### config.mk
export PLATFORM = sky130hd
export DESIGN_NAME = fifo_reader
export DESIGN_NICKNAME = d
export VERILOG_FILES = /design/src/rtl/fifo_reader_pkg.sv /design/src/rtl/fifo_reader.sv
export SDC_FILE = /design/constraint.sdc
export NUM_CORES = 1
export LEC_CHECK = 0
export CAP_MARGIN = 20
export CELL_PAD_IN_SITES_DETAIL_PLACEMENT = 2
export CELL_PAD_IN_SITES_GLOBAL_PLACEMENT = 2
export CORE_ASPECT_RATIO = 1.25
export CORE_UTILIZATION = 26
export CTS_BUF_LIST = sky130_fd_sc_hd__clkbuf_16
export CTS_CLUSTER_SIZE = 8
export DETAILED_ROUTE_END_ITERATION = 10
export PLACE_DENSITY = 0.94
export RECOVER_POWER = 25
export SYNTH_ARGS = -nofsm -noshare
export SYNTH_HDL_FRONTEND = slang
export SYNTH_SLANG_ARGS = --single-unit
### constraint.sdc
create_clock -name fifo_reader_clk_i -period 4.55 [get_ports fifo_reader_clk_i]
set_clock_uncertainty 0.15 [all_clocks]
set_input_delay 0.455 -clock fifo_reader_clk_i [delete_from_list [all_inputs] [get_ports fifo_reader_clk_i]]
set_output_delay 0.455 -clock fifo_reader_clk_i [all_outputs]
set_load 0.01 [all_outputs]
### src/rtl/fifo_reader_pkg.sv
// Shared types and constants for the fifo_reader block: FSM state encoding,
// default widths and the maximum fifo read latency the block supports.
package fifo_reader_pkg;

   localparam int DATA_W_DEF = 32;
   localparam int RD_LAT_DEF = 1;
   localparam int RD_LAT_MAX = 4;
   // Latency down-counter width, large enough to hold RD_LAT_MAX.
   localparam int LAT_CNT_W  = 3;

   typedef enum logic [1:0] {
      IDLE = 2'd0,
      POP  = 2'd1,
      WAIT = 2'd2,
      HOLD = 2'd3
   } state_t;

endpackage

### src/rtl/fifo_reader.sv
// fifo_reader: consumer end of a fifo read port. Pops one word at a time,
// waits out the fifo read latency, then offers the word downstream on a
// valid/ready handshake. Only one word is ever in flight.
// Optional feature: define FIFO_READER_CNT_EN to add a saturating counter of
// delivered words on fifo_reader_count_o (and the CNT_W parameter).
module fifo_reader
   import fifo_reader_pkg::*;
#(
   parameter int DATA_W = DATA_W_DEF,
   parameter int RD_LAT = RD_LAT_DEF
`ifdef FIFO_READER_CNT_EN
   ,
   parameter int CNT_W  = 16
`endif
)(
   input  logic              fifo_reader_clk_i,
   input  logic              fifo_reader_rst_i,
   input  logic              fifo_reader_en_i,
   input  logic              fifo_reader_emptyflag_i,
   input  logic [DATA_W-1:0] fifo_reader_readdata_i,
   output logic              fifo_reader_readflag_o,
   output logic              fifo_reader_valid_o,
   input  logic              fifo_reader_ready_i,
   output logic [DATA_W-1:0] fifo_reader_data_o,
   output logic              fifo_reader_busy_o
`ifdef FIFO_READER_CNT_EN
   ,
   output logic [CNT_W-1:0]  fifo_reader_count_o
`endif
);

   // Clamp the latency into the range the 3-bit counter can represent.
   localparam int LAT_EFF = (RD_LAT > RD_LAT_MAX) ? RD_LAT_MAX :
                            (RD_LAT < 1)          ? 1          : RD_LAT;
   localparam logic [LAT_CNT_W-1:0] LAT_LOAD = LAT_CNT_W'(LAT_EFF);

   state_t                 state_reg, state_next;
   logic [LAT_CNT_W-1:0]   lat_cnt_reg, lat_cnt_next;
   logic [DATA_W-1:0]      data_reg, data_next;
   logic                   readflag_next;
   logic                   valid_next;

   // State, latency counter and captured word registers.
   always_ff @(posedge fifo_reader_clk_i) begin
      if (fifo_reader_rst_i) begin
         state_reg   <= IDLE;
         lat_cnt_reg <= '0;
         data_reg    <= '0;
      end else begin
         state_reg   <= state_next;
         lat_cnt_reg <= lat_cnt_next;
         data_reg    <= data_next;
      end
   end

   // Next-state logic and state-decoded strobes. The empty flag is only looked
   // at in IDLE, so its update after a pop is never seen until the word is out.
   always_comb begin
      state_next    = state_reg;
      lat_cnt_next  = lat_cnt_reg;
      data_next     = data_reg;
      readflag_next = 1'b0;
      valid_next    = 1'b0;
      unique case (state_reg)
         IDLE: begin
            if (fifo_reader_en_i && !fifo_reader_emptyflag_i) begin
               state_next = POP;
            end
         end
         POP: begin
            readflag_next = 1'b1;
            lat_cnt_next  = LAT_LOAD;
            state_next    = WAIT;
         end
         WAIT: begin
            if (lat_cnt_reg <= LAT_CNT_W'(1)) begin
               data_next  = fifo_reader_readdata_i;
               state_next = HOLD;
            end else begin
               lat_cnt_next = lat_cnt_reg - LAT_CNT_W'(1);
            end
         end
         HOLD: begin
            valid_next = 1'b1;
            if (fifo_reader_ready_i) begin
               state_next = IDLE;
            end
         end
         default: begin
            state_next = IDLE;
         end
      endcase
   end

   assign fifo_reader_readflag_o = readflag_next;
   assign fifo_reader_valid_o    = valid_next;
   assign fifo_reader_data_o     = data_reg;
   assign fifo_reader_busy_o     = (state_reg != IDLE);

`ifdef FIFO_READER_CNT_EN
   logic [CNT_W-1:0] count_reg;

   // Delivered-word counter: one step per handshake, sticks at all-ones.
   always_ff @(posedge fifo_reader_clk_i) begin
      if (fifo_reader_rst_i) begin
         count_reg <= '0;
      end else if ((state_reg == HOLD) && fifo_reader_ready_i && (count_reg != '1)) begin
         count_reg <= count_reg + CNT_W'(1);
      end
   end

   assign fifo_reader_count_o = count_reg;
`endif

endmodule

==> results_dict.tcl, run 1 <==
set metrics [dict create \
    outcome "finished, final reports clean" \
    hold_viol_final 0 \
    root_buffer "clkbuf_16" \
    critical_path_required_ns 3.94 \
    fin_tns_setup_ns 0 \
    drt.antenna.violating_nets 0 \
    diodes 0 \
    syn_area_sq_um 1700 \
    syn_to_final_growth_pct 51.2 \
    rows 32 \
    p_leak_nw 0.921 \
    synthFlopType "dfxtp_1" \
    switchingPower_mw 0.400 \
    min_period_ns 2.16 \
    cp.arrival_ns 1.56 \
    fin_total_pwr_mw 1.20 \
    holdCritStartpoint "fifo_reader_data_o[6]" \
    pwr-share-clk_pct 26.6 \
    cts-buffers-inserted 5 \
    fin_crit_sh_pct 47.5 \
    cts_tree "done" \
    reg2reg_depth 6 \
    dieArea_sq_um 6870 \
    holdPathEnd "fifo_reader_data_o[6]" \
    drive_gt1_share_pct 28.8 \
    seqPwrFrac_pct 34.6 \
    rrSetupSlack_ns 2.39 \
    ys_async_sr_fraction_pct 0 \
    synth_cells 181 \
    yosysMostFrequentCell "dfxtp_1" \
    synth_enable_flop_cells 0 \
    die_y_um 92.4 \
    syn_avg_cell_area_sq_um 9.39 \
    wl_um 4580 \
    dp_hpwl_um 3300 \
    postCtsSetupBuffers 0 \
    die_x_um 74.3 \
    clockBufferDepth 2 \
    io_pins 72 \
    worst_pin_slew_ns 1.01 \
    syn_nets 224 \
    hp-class "reg2reg" \
    power_density_nw_per_um2 466 \
    p_int_mw 0.799 \
    grt_pass1_vias 1622 \
    r2r_start "state_reg[0]" \
    final_cells 335 \
    drtIter0Drc 39 \
    antenna_found_initial 0 \
    worstHoldPathCells 2 \
    peakVddDrop_mv 0.166 \
    core_area_sq_um 6250 \
    slew_violations 0 \
    preCtsSetupSlack_ns 2.18 \
    fin_nets 292 \
    ys_warn_count 0 \
    postCtsHoldBufs 0 \
    largest_reg_flops 32 \
    start_util_pct 27.2 \
    fmax_mhz 462 \
    drt-vias-per-instance 4.41 \
    synth_top_cell_area_share_pct 43.6 \
    switching_share_pct 33.3 \
    routedWlPerCell_um 13.7 \
    vias 1476 \
    clkLatencyLatePin_ns 0.27 \
    dp.cells 326 \
    endpoint_kind "output port" \
    ctsResizeCount 0 \
    synth_top_area_cell "dfxtp_1" \
    relSlewSlack_pct 33.0 \
    drc_errors 0 \
    worst_r2r_endpoint "fifo_reader_data_o[7]" \
    path_class "reg2out" \
    start_kind "flip-flop" \
    grt_pass1_wl_um 7530 \
    setup_viol 0 \
    crit_fanout 3 \
    firstDrtPassIters 4 \
    setup_ws_ns 2.39 \
    p_comb_share_pct 38.7 \
    cts_htree_levels 2 \
    seq_area_frac_synth_pct 43.6 \
    grt_overflow 0 \
    ys_types 31 \
    drv_cap 0 \
    grtUsageTotal_pct 14.1 \
    ys_seq_elements 37 \
    ys_top_cells_by_count "37 x dfxtp_1, 35 x nand2_1, 30 x a21oi_2, 30 x nand2_2, 7 x inv_1" \
    port_buffers 71 \
    worst_hold_slack_ns 0.312 \
    grt_max_degree 38 \
    rsz0062_at_grt "no" \
    clk_pin_slew_worst_paths_ns 0.05 \
    gp_congestion 0.667 \
    worstSetupStartpoint "state_reg[0]" \
    cts_num_sinks 37 \
    synth_area_leaders "dfxtp_1 44%, a21oi_2 15%, nand2_2 11%" \
]
how the worst max path moves through the flow:
stage	to	slack, ns	cells past startpoint
floorplan	fifo_reader_data_o[10]	2.93	8
global placement	fifo_reader_data_o[0]	2.34	6
detailed placement	fifo_reader_data_o[11]	2.18	6
CTS	fifo_reader_data_o[29]	2.16	6
global route	fifo_reader_data_o[7]	2.14	6
finish	fifo_reader_busy_o	2.39	4
critical path, cell delays in order (launching register included):
cell             delay, ns
dfxtp_1               0.36
inv_1                 0.09
ha_1                  0.24
inv_1                 0.06
clkdlybuf4s50_1       0.54
kinds of logic after synthesis:
logic type               count (synthesis)  share of synthesized area (%)
AO/OA/AOI/OAI                           41                           20.5
buffers and inverters                   18                           7.65
AND/OR/NAND/NOR                         77                           22.8
XOR/XNOR                                 1                          0.515
adder cells (fa/ha/maj)                  6                           4.41
multiplexers                             1                          0.589
flip-flops                              37                           43.6
final cells by class:
type / instances / area, sq um
timing repair buffer: 72 / 733
fill: 694 / 3670
inverter: 7 / 26.3
multi-input combinational: 126 / 827
tap: 85 / 106
clock buffer: 5 / 125
clock inverter: 3 / 12.5
sequential: 37 / 741
layout by cell type, fill, tap and decap left out, types with 2 or more instances in the layout:
cell type / count
clkdlybuf4s50_1: 54
dfxtp_1: 37
nand2_1: 35
nand2_2: 30
a21oi_2: 30
dlygate4sd3_1: 16
inv_1: 7
ha_1: 6
nor2_1: 5
clkbuf_16: 5
a21oi_1: 3
o21ai_0: 2
clkinv_1: 2
power by group through the flow:
| stage | Sequential [mW] | Combinational [mW] | Clock, mW |
|---|---|---|---|
| after floorplan | 0.437 | 0.284 | 0 |
| after global placement | 0.421 | 0.441 | 0 |
| after detailed placement | 0.424 | 0.463 | 0 |
| after CTS | 0.418 | 0.468 | 0.331 |
| after global routing | 0.424 | 0.509 | 0.341 |
| final | 0.415 | 0.464 | 0.319 |
layer usage:
metal	track usage (%)	share of wire [%]	wire length [um]
met5	0	0	0
met4	4.72	1.1	51
met3	2.94	4.5	208
met2	27.3	57	2630
met1	14.5	37	1690
through the flow:
stage               util (%)  cell area (sq um)
global route            41.2               2570
global placement        38.6               2410
CTS                     40.8               2550
finish                  41.2               2570
floorplan                  -               1700
detailed placement      38.6               2410
No activity file was read; power rests on OpenSTA's default activity.
==> run 2: changes to the inputs <==
--- a/config.mk
+++ b/config.mk
@@ -9,11 +9,11 @@
 export CELL_PAD_IN_SITES_DETAIL_PLACEMENT = 2
 export CELL_PAD_IN_SITES_GLOBAL_PLACEMENT = 2
 export CORE_ASPECT_RATIO = 1.25
-export CORE_UTILIZATION = 26
+export CORE_UTILIZATION = 24
 export CTS_BUF_LIST = sky130_fd_sc_hd__clkbuf_16
 export CTS_CLUSTER_SIZE = 8
 export DETAILED_ROUTE_END_ITERATION = 10
-export PLACE_DENSITY = 0.94
+export PLACE_DENSITY = 0.88
 export RECOVER_POWER = 25
 export SYNTH_ARGS = -nofsm -noshare
 export SYNTH_HDL_FRONTEND = slang
==> constraint.sdc (replaced) <==
create_clock -name fifo_reader_clk_i -period 2.05 [get_ports fifo_reader_clk_i]
set_clock_uncertainty 0.15 [all_clocks]
set_input_delay 0.205 -clock fifo_reader_clk_i [delete_from_list [all_inputs] [get_ports fifo_reader_clk_i]]
set_output_delay 0.205 -clock fifo_reader_clk_i [all_outputs]
set_load 0.01 [all_outputs]
==> run 2 against run 1 <==
Net effect: highest routed layer unchanged; sequential share of layout area down 0.33 points; die area grew 8.1%; final cell count increased by 1.8%; flip-flop and latch count unchanged; via count up 0.27%; clock power grew 130%.
==> results_dict.tcl, run 2 (synthesis gave the netlist of run 1 again) <==
set metrics [dict create \
    outcome "finished, final reports clean" \
    hold_viol_final 0 \
    critical_path_required_ns 1.69 \
    crit_fanout 3 \
    antenna_found_initial 0 \
    dp_hpwl_um 3540 \
    grt_pass1_vias 1685 \
    port_buffers 71 \
    root_buffer "clkbuf_16" \
    power_density_nw_per_um2 1030 \
    routedWlPerCell_um 14.1 \
    die_y_um 96.1 \
    fin_tns_setup_ns 0 \
    drt-vias-per-instance 4.34 \
    worst_r2r_endpoint "fifo_reader_data_o[6]" \
    setup_viol 0 \
    rows 33 \
    reg2reg_depth 7 \
    final_common_cell "clkdlybuf4s50_1" \
    drt.antenna.violating_nets 0 \
    cts_num_sinks 37 \
    fmax_mhz 519 \
    p_leak_nw 0.949 \
    r2r_start "state_reg[0]" \
    cts-buffers-inserted 5 \
    dieArea_sq_um 7430 \
    grt_pass1_wl_um 7930 \
    clockBufferDepth 2 \
    diodes 0 \
    slew_violations 0 \
    postCtsHoldBufs 0 \
    syn_to_final_growth_pct 53.0 \
    io_pins 72 \
    min_period_ns 1.93 \
    switching_share_pct 33.7 \
    cp.arrival_ns 1.57 \
    path_class "reg2out" \
    peakVddDrop_mv 0.385 \
    drv_cap 0 \
    setup_ws_ns 0.123 \
    firstDrtPassIters 2 \
    postCtsSetupBuffers 0 \
    fin_crit_sh_pct 94.0 \
    ctsResizeCount 0 \
    endpoint "fifo_reader_busy_o" \
    clk_pin_slew_worst_paths_ns 0.06 \
    final_cell_mix "52 x clkdlybuf4s50_1, 37 x dfxtp_1, 35 x nand2_1" \
    cts_tree "done" \
    relSlewSlack_pct 67.3 \
    endpoint_kind "output port" \
    drtIter0Drc 53 \
    grtUsageTotal_pct 13.8 \
    clkLatencyLatePin_ns 0.28 \
    p_int_mw 1.78 \
    start_kind "flip-flop" \
    worst_pin_slew_ns 0.490 \
    grt_max_degree 22 \
    preCtsSetupSlack_ns 0.327 \
    switchingPower_mw 0.904 \
    p_comb_share_pct 38.6 \
    die_x_um 77.3 \
    vias 1480 \
    core_area_sq_um 6690 \
    rrSetupSlack_ns 0.25 \
    grt_overflow 0 \
    worstSetupStartpoint "state_reg[0]" \
    start_util_pct 25.4 \
    seqPwrFrac_pct 34.4 \
    wl_um 4800 \
    fin_nets 296 \
    drive_gt1_share_pct 30.7 \
    largest_reg_flops 32 \
    cts_htree_levels 2 \
    rsz0062_at_grt "no" \
    hp-class "in2reg" \
    drc_errors 0 \
    pwr-share-clk_pct 27.0 \
    gp_congestion 0.715 \
]
[run 2: area by class of cell]
cell class	instances	area [sq um]
clock buffer	5	125
clock inverter	3	13.8
fill	770	4090
inverter	7	26.3
multi-input combinational	126	831
sequential	37	741
tap	87	109
timing repair buffer	76	756
[run 2: power groups by stage]
stage,combinational [mW],sequential [mW],clock [mW]
2_1_floorplan,0.630,0.970,0
6_report,1.03,0.922,0.725
5_1_grt,1.13,0.942,0.786
3_3_place_gp,1.02,0.936,0
4_1_cts,1.08,0.930,0.758
3_5_place_dp,1.06,0.941,0
[run 2: metrics by stage]
stage               util, %  hold slack [ns]  cells  area (sq um)  power [mW]
floorplan                 -            0.182    181          1700        1.60
global placement       36.8            0.299    333          2460        1.96
detailed placement     36.8            0.310    333          2460        2.00
CTS                    38.9            0.229    341          2600        2.77
global route           38.9            0.258    341          2600        2.86
finish                 38.9            0.223    341          2600        2.68
[run 2: worst max-delay path: stages (launching register included)]
cell and delay (ns):
dfxtp_1 0.36, inv_1 0.10, ha_1 0.25, inv_1 0.07, clkdlybuf4s50_1 0.52
[run 2: worst min-delay path by stage]
stage / startpoint / to / slack, ns / cells after the start
detailed placement: fifo_reader_data_o[29] / fifo_reader_data_o[29] / 0.31 / 2
finish: fifo_reader_rst_i / fifo_reader_data_o[16] / 0.22 / 2
floorplan: fifo_reader_readdata_i[0] / fifo_reader_data_o[0] / 0.18 / 2
global placement: fifo_reader_data_o[6] / fifo_reader_data_o[6] / 0.30 / 2
global route: fifo_reader_rst_i / fifo_reader_data_o[19] / 0.26 / 2
CTS: fifo_reader_rst_i / fifo_reader_data_o[16] / 0.23 / 2
[run 2: metal layers]
metal  global-route usage [%]  part of all wire [%]
met2                     28.1                    59
met1                     14.2                    37
met3                     2.84                   3.4
met4                     3.77                  0.42
met5                        0                     0
==> run 3: changes to the inputs <==
--- a/config.mk
+++ b/config.mk
@@ -9,6 +9,7 @@
 export CELL_PAD_IN_SITES_DETAIL_PLACEMENT = 2
 export CELL_PAD_IN_SITES_GLOBAL_PLACEMENT = 2
 export CORE_ASPECT_RATIO = 1.25
+export CORE_MARGIN = 4
 export CORE_UTILIZATION = 24
 export CTS_BUF_LIST = sky130_fd_sc_hd__clkbuf_16
 export CTS_CLUSTER_SIZE = 8
==> run 3 against run 2 <==
Net effect: total power decreased by 1.0%; sequential share of layout area decreased by 0.11 points; largest power group unchanged; routed wire length decreased by 1.6%; count of clock-buffer cells in the layout unchanged; register-to-register slack improved by 0.07 ns.
==> results_dict.tcl, run 3 (synthesis gave the netlist of run 1 again) <==
set metrics [dict create \
    rsz0062_at_grt "no" \
    syn_to_final_growth_pct 53.6 \
    fin_nets 296 \
    rrSetupSlack_ns 0.32 \
    grtUsageTotal_pct 11.4 \
    dpl_cell_area_sq_um 2480 \
    dieArea_sq_um 8500 \
    critical_path_required_ns 1.69 \
    drt-vias-per-instance 4.27 \
    drive_gt1_share_pct 30.0 \
    grt_pass1_wl_um 7530 \
    vias 1463 \
    relSlewSlack_pct 73.6 \
    seqPwrFrac_pct 34.7 \
    grt_pass1_vias 1520 \
    core_area_sq_um 6930 \
    routedWlPerCell_um 13.8 \
    io_pins 72 \
    drv_cap 0 \
    largest_reg_flops 32 \
    p_int_mw 1.77 \
    die_y_um 102 \
    p_comb_share_pct 38.6 \
    drc_errors 0 \
    r2r_start "state_reg[0]" \
    hold_viol_final 0 \
    endpoint "fifo_reader_busy_o" \
    die_x_um 83.3 \
    pwr-share-clk_pct 26.7 \
    fin_crit_sh_pct 93.6 \
    path_class "reg2out" \
    cts_htree_levels 2 \
    cts_num_sinks 37 \
    fin_tns_setup_ns 0 \
    cts_tree "done" \
    endpoint_kind "output port" \
    grt_overflow 0 \
    reg2reg_depth 7 \
    root_buffer "clkbuf_16" \
    crit_fanout 3 \
    dp.cells 336 \
    diodes 0 \
    drtIter0Drc 54 \
    postCtsHoldBufs 0 \
    ctsResizeCount 0 \
    power_density_nw_per_um2 1020 \
    finalInstanceArea_sq_um 2610 \
    port_buffers 71 \
    clk_pin_slew_worst_paths_ns 0.05 \
    fmax_mhz 521 \
    outcome "finished, final reports clean" \
    switchingPower_mw 0.881 \
    hp-class "in2reg" \
    start_util_pct 24.5 \
    dp_hpwl_um 3500 \
    final_cells 343 \
    final_cell_mix "52 x clkdlybuf4s50_1, 37 x dfxtp_1, 35 x nand2_1" \
    postCtsSetupBuffers 0 \
    gp_congestion 0.684 \
    clkLatencyLatePin_ns 0.27 \
    switching_share_pct 33.2 \
    grt_max_degree 33 \
    worstSetupStartpoint "state_reg[0]" \
    p_leak_nw 0.945 \
    setup_viol 0 \
    worst_r2r_endpoint "fifo_reader_data_o[7]" \
    peakVddDrop_mv 0.322 \
    cp.arrival_ns 1.56 \
    cts-buffers-inserted 5 \
    start_kind "flip-flop" \
    min_period_ns 1.92 \
    worst_pin_slew_ns 0.392 \
    final_util_pct 37.7 \
    firstDrtPassIters 3 \
    clockBufferDepth 2 \
    wl_um 4720 \
    final_common_cell "clkdlybuf4s50_1" \
    drt.antenna.violating_nets 0 \
    rows 34 \
    antenna_found_initial 0 \
    worst_hold_slack_ns 0.0993 \
    slew_violations 0 \
]
## run 3: changes by cell type in the layout (fill, tap and decap cells not counted)
cell | before | now
buf_4 | 4 | 3
clkinv_1 | 0 | 1
clkinv_2 | 2 | 0
buf_12 | 1 | 2
## run 3: how the worst min path moves through the flow
| stage | start | end | depth (start not counted) |
|---|---|---|---|
| 2_1_floorplan | fifo_reader_readdata_i[0] | fifo_reader_data_o[0] | 2 |
| 3_3_place_gp | fifo_reader_data_o[6] | fifo_reader_data_o[6] | 2 |
| 3_5_place_dp | fifo_reader_data_o[6] | fifo_reader_data_o[6] | 2 |
| 4_1_cts | fifo_reader_rst_i | fifo_reader_data_o[14] | 2 |
| 5_1_grt | fifo_reader_rst_i | fifo_reader_data_o[14] | 2 |
| 6_report | fifo_reader_rst_i | fifo_reader_data_o[14] | 2 |
## run 3: cell type report
cell class / count / area, sq um
Fill cell: 773 / 4320
Multi-Input combinational cell: 126 / 831
Timing Repair Buffer: 76 / 768
Sequential cell: 37 / 741
Clock buffer: 5 / 125
Tap cell: 90 / 113
Inverter: 7 / 26.3
Clock inverter: 2 / 7.51
## run 3: per-layer routing
metal / wire (um) / global-route usage (%) / vias up
met5: 0 / 0 / -
met4: 47 / 3.40 / 0
met3: 232 / 3.63 / 5
met2: 2570 / 20.6 / 39
met1: 1870 / 12.9 / 697
li1: - / - / 722
## run 3: power groups by stage
stage	registers (mW)	clock network (mW)	logic [mW]
floorplan	0.970	0	0.630
global placement	0.935	0	1.03
detailed placement	0.940	0	1.06
CTS	0.927	0.737	1.07
global route	0.941	0.773	1.14
finish	0.920	0.708	1.03
## run 3: worst max-delay path, cell delays in order (launching register included)
cell,delay (ns)
dfxtp_1,0.36
inv_1,0.10
ha_1,0.23
inv_1,0.07
clkdlybuf4s50_1,0.53
## run 3: through the flow
step	worst slack (ns)	total power [mW]
after CTS	0.0951	2.74
after global placement	0.395	1.97
after floorplan	0.426	1.60
after global routing	0.0185	2.85
final	0.132	2.65
after detailed placement	0.312	2.00
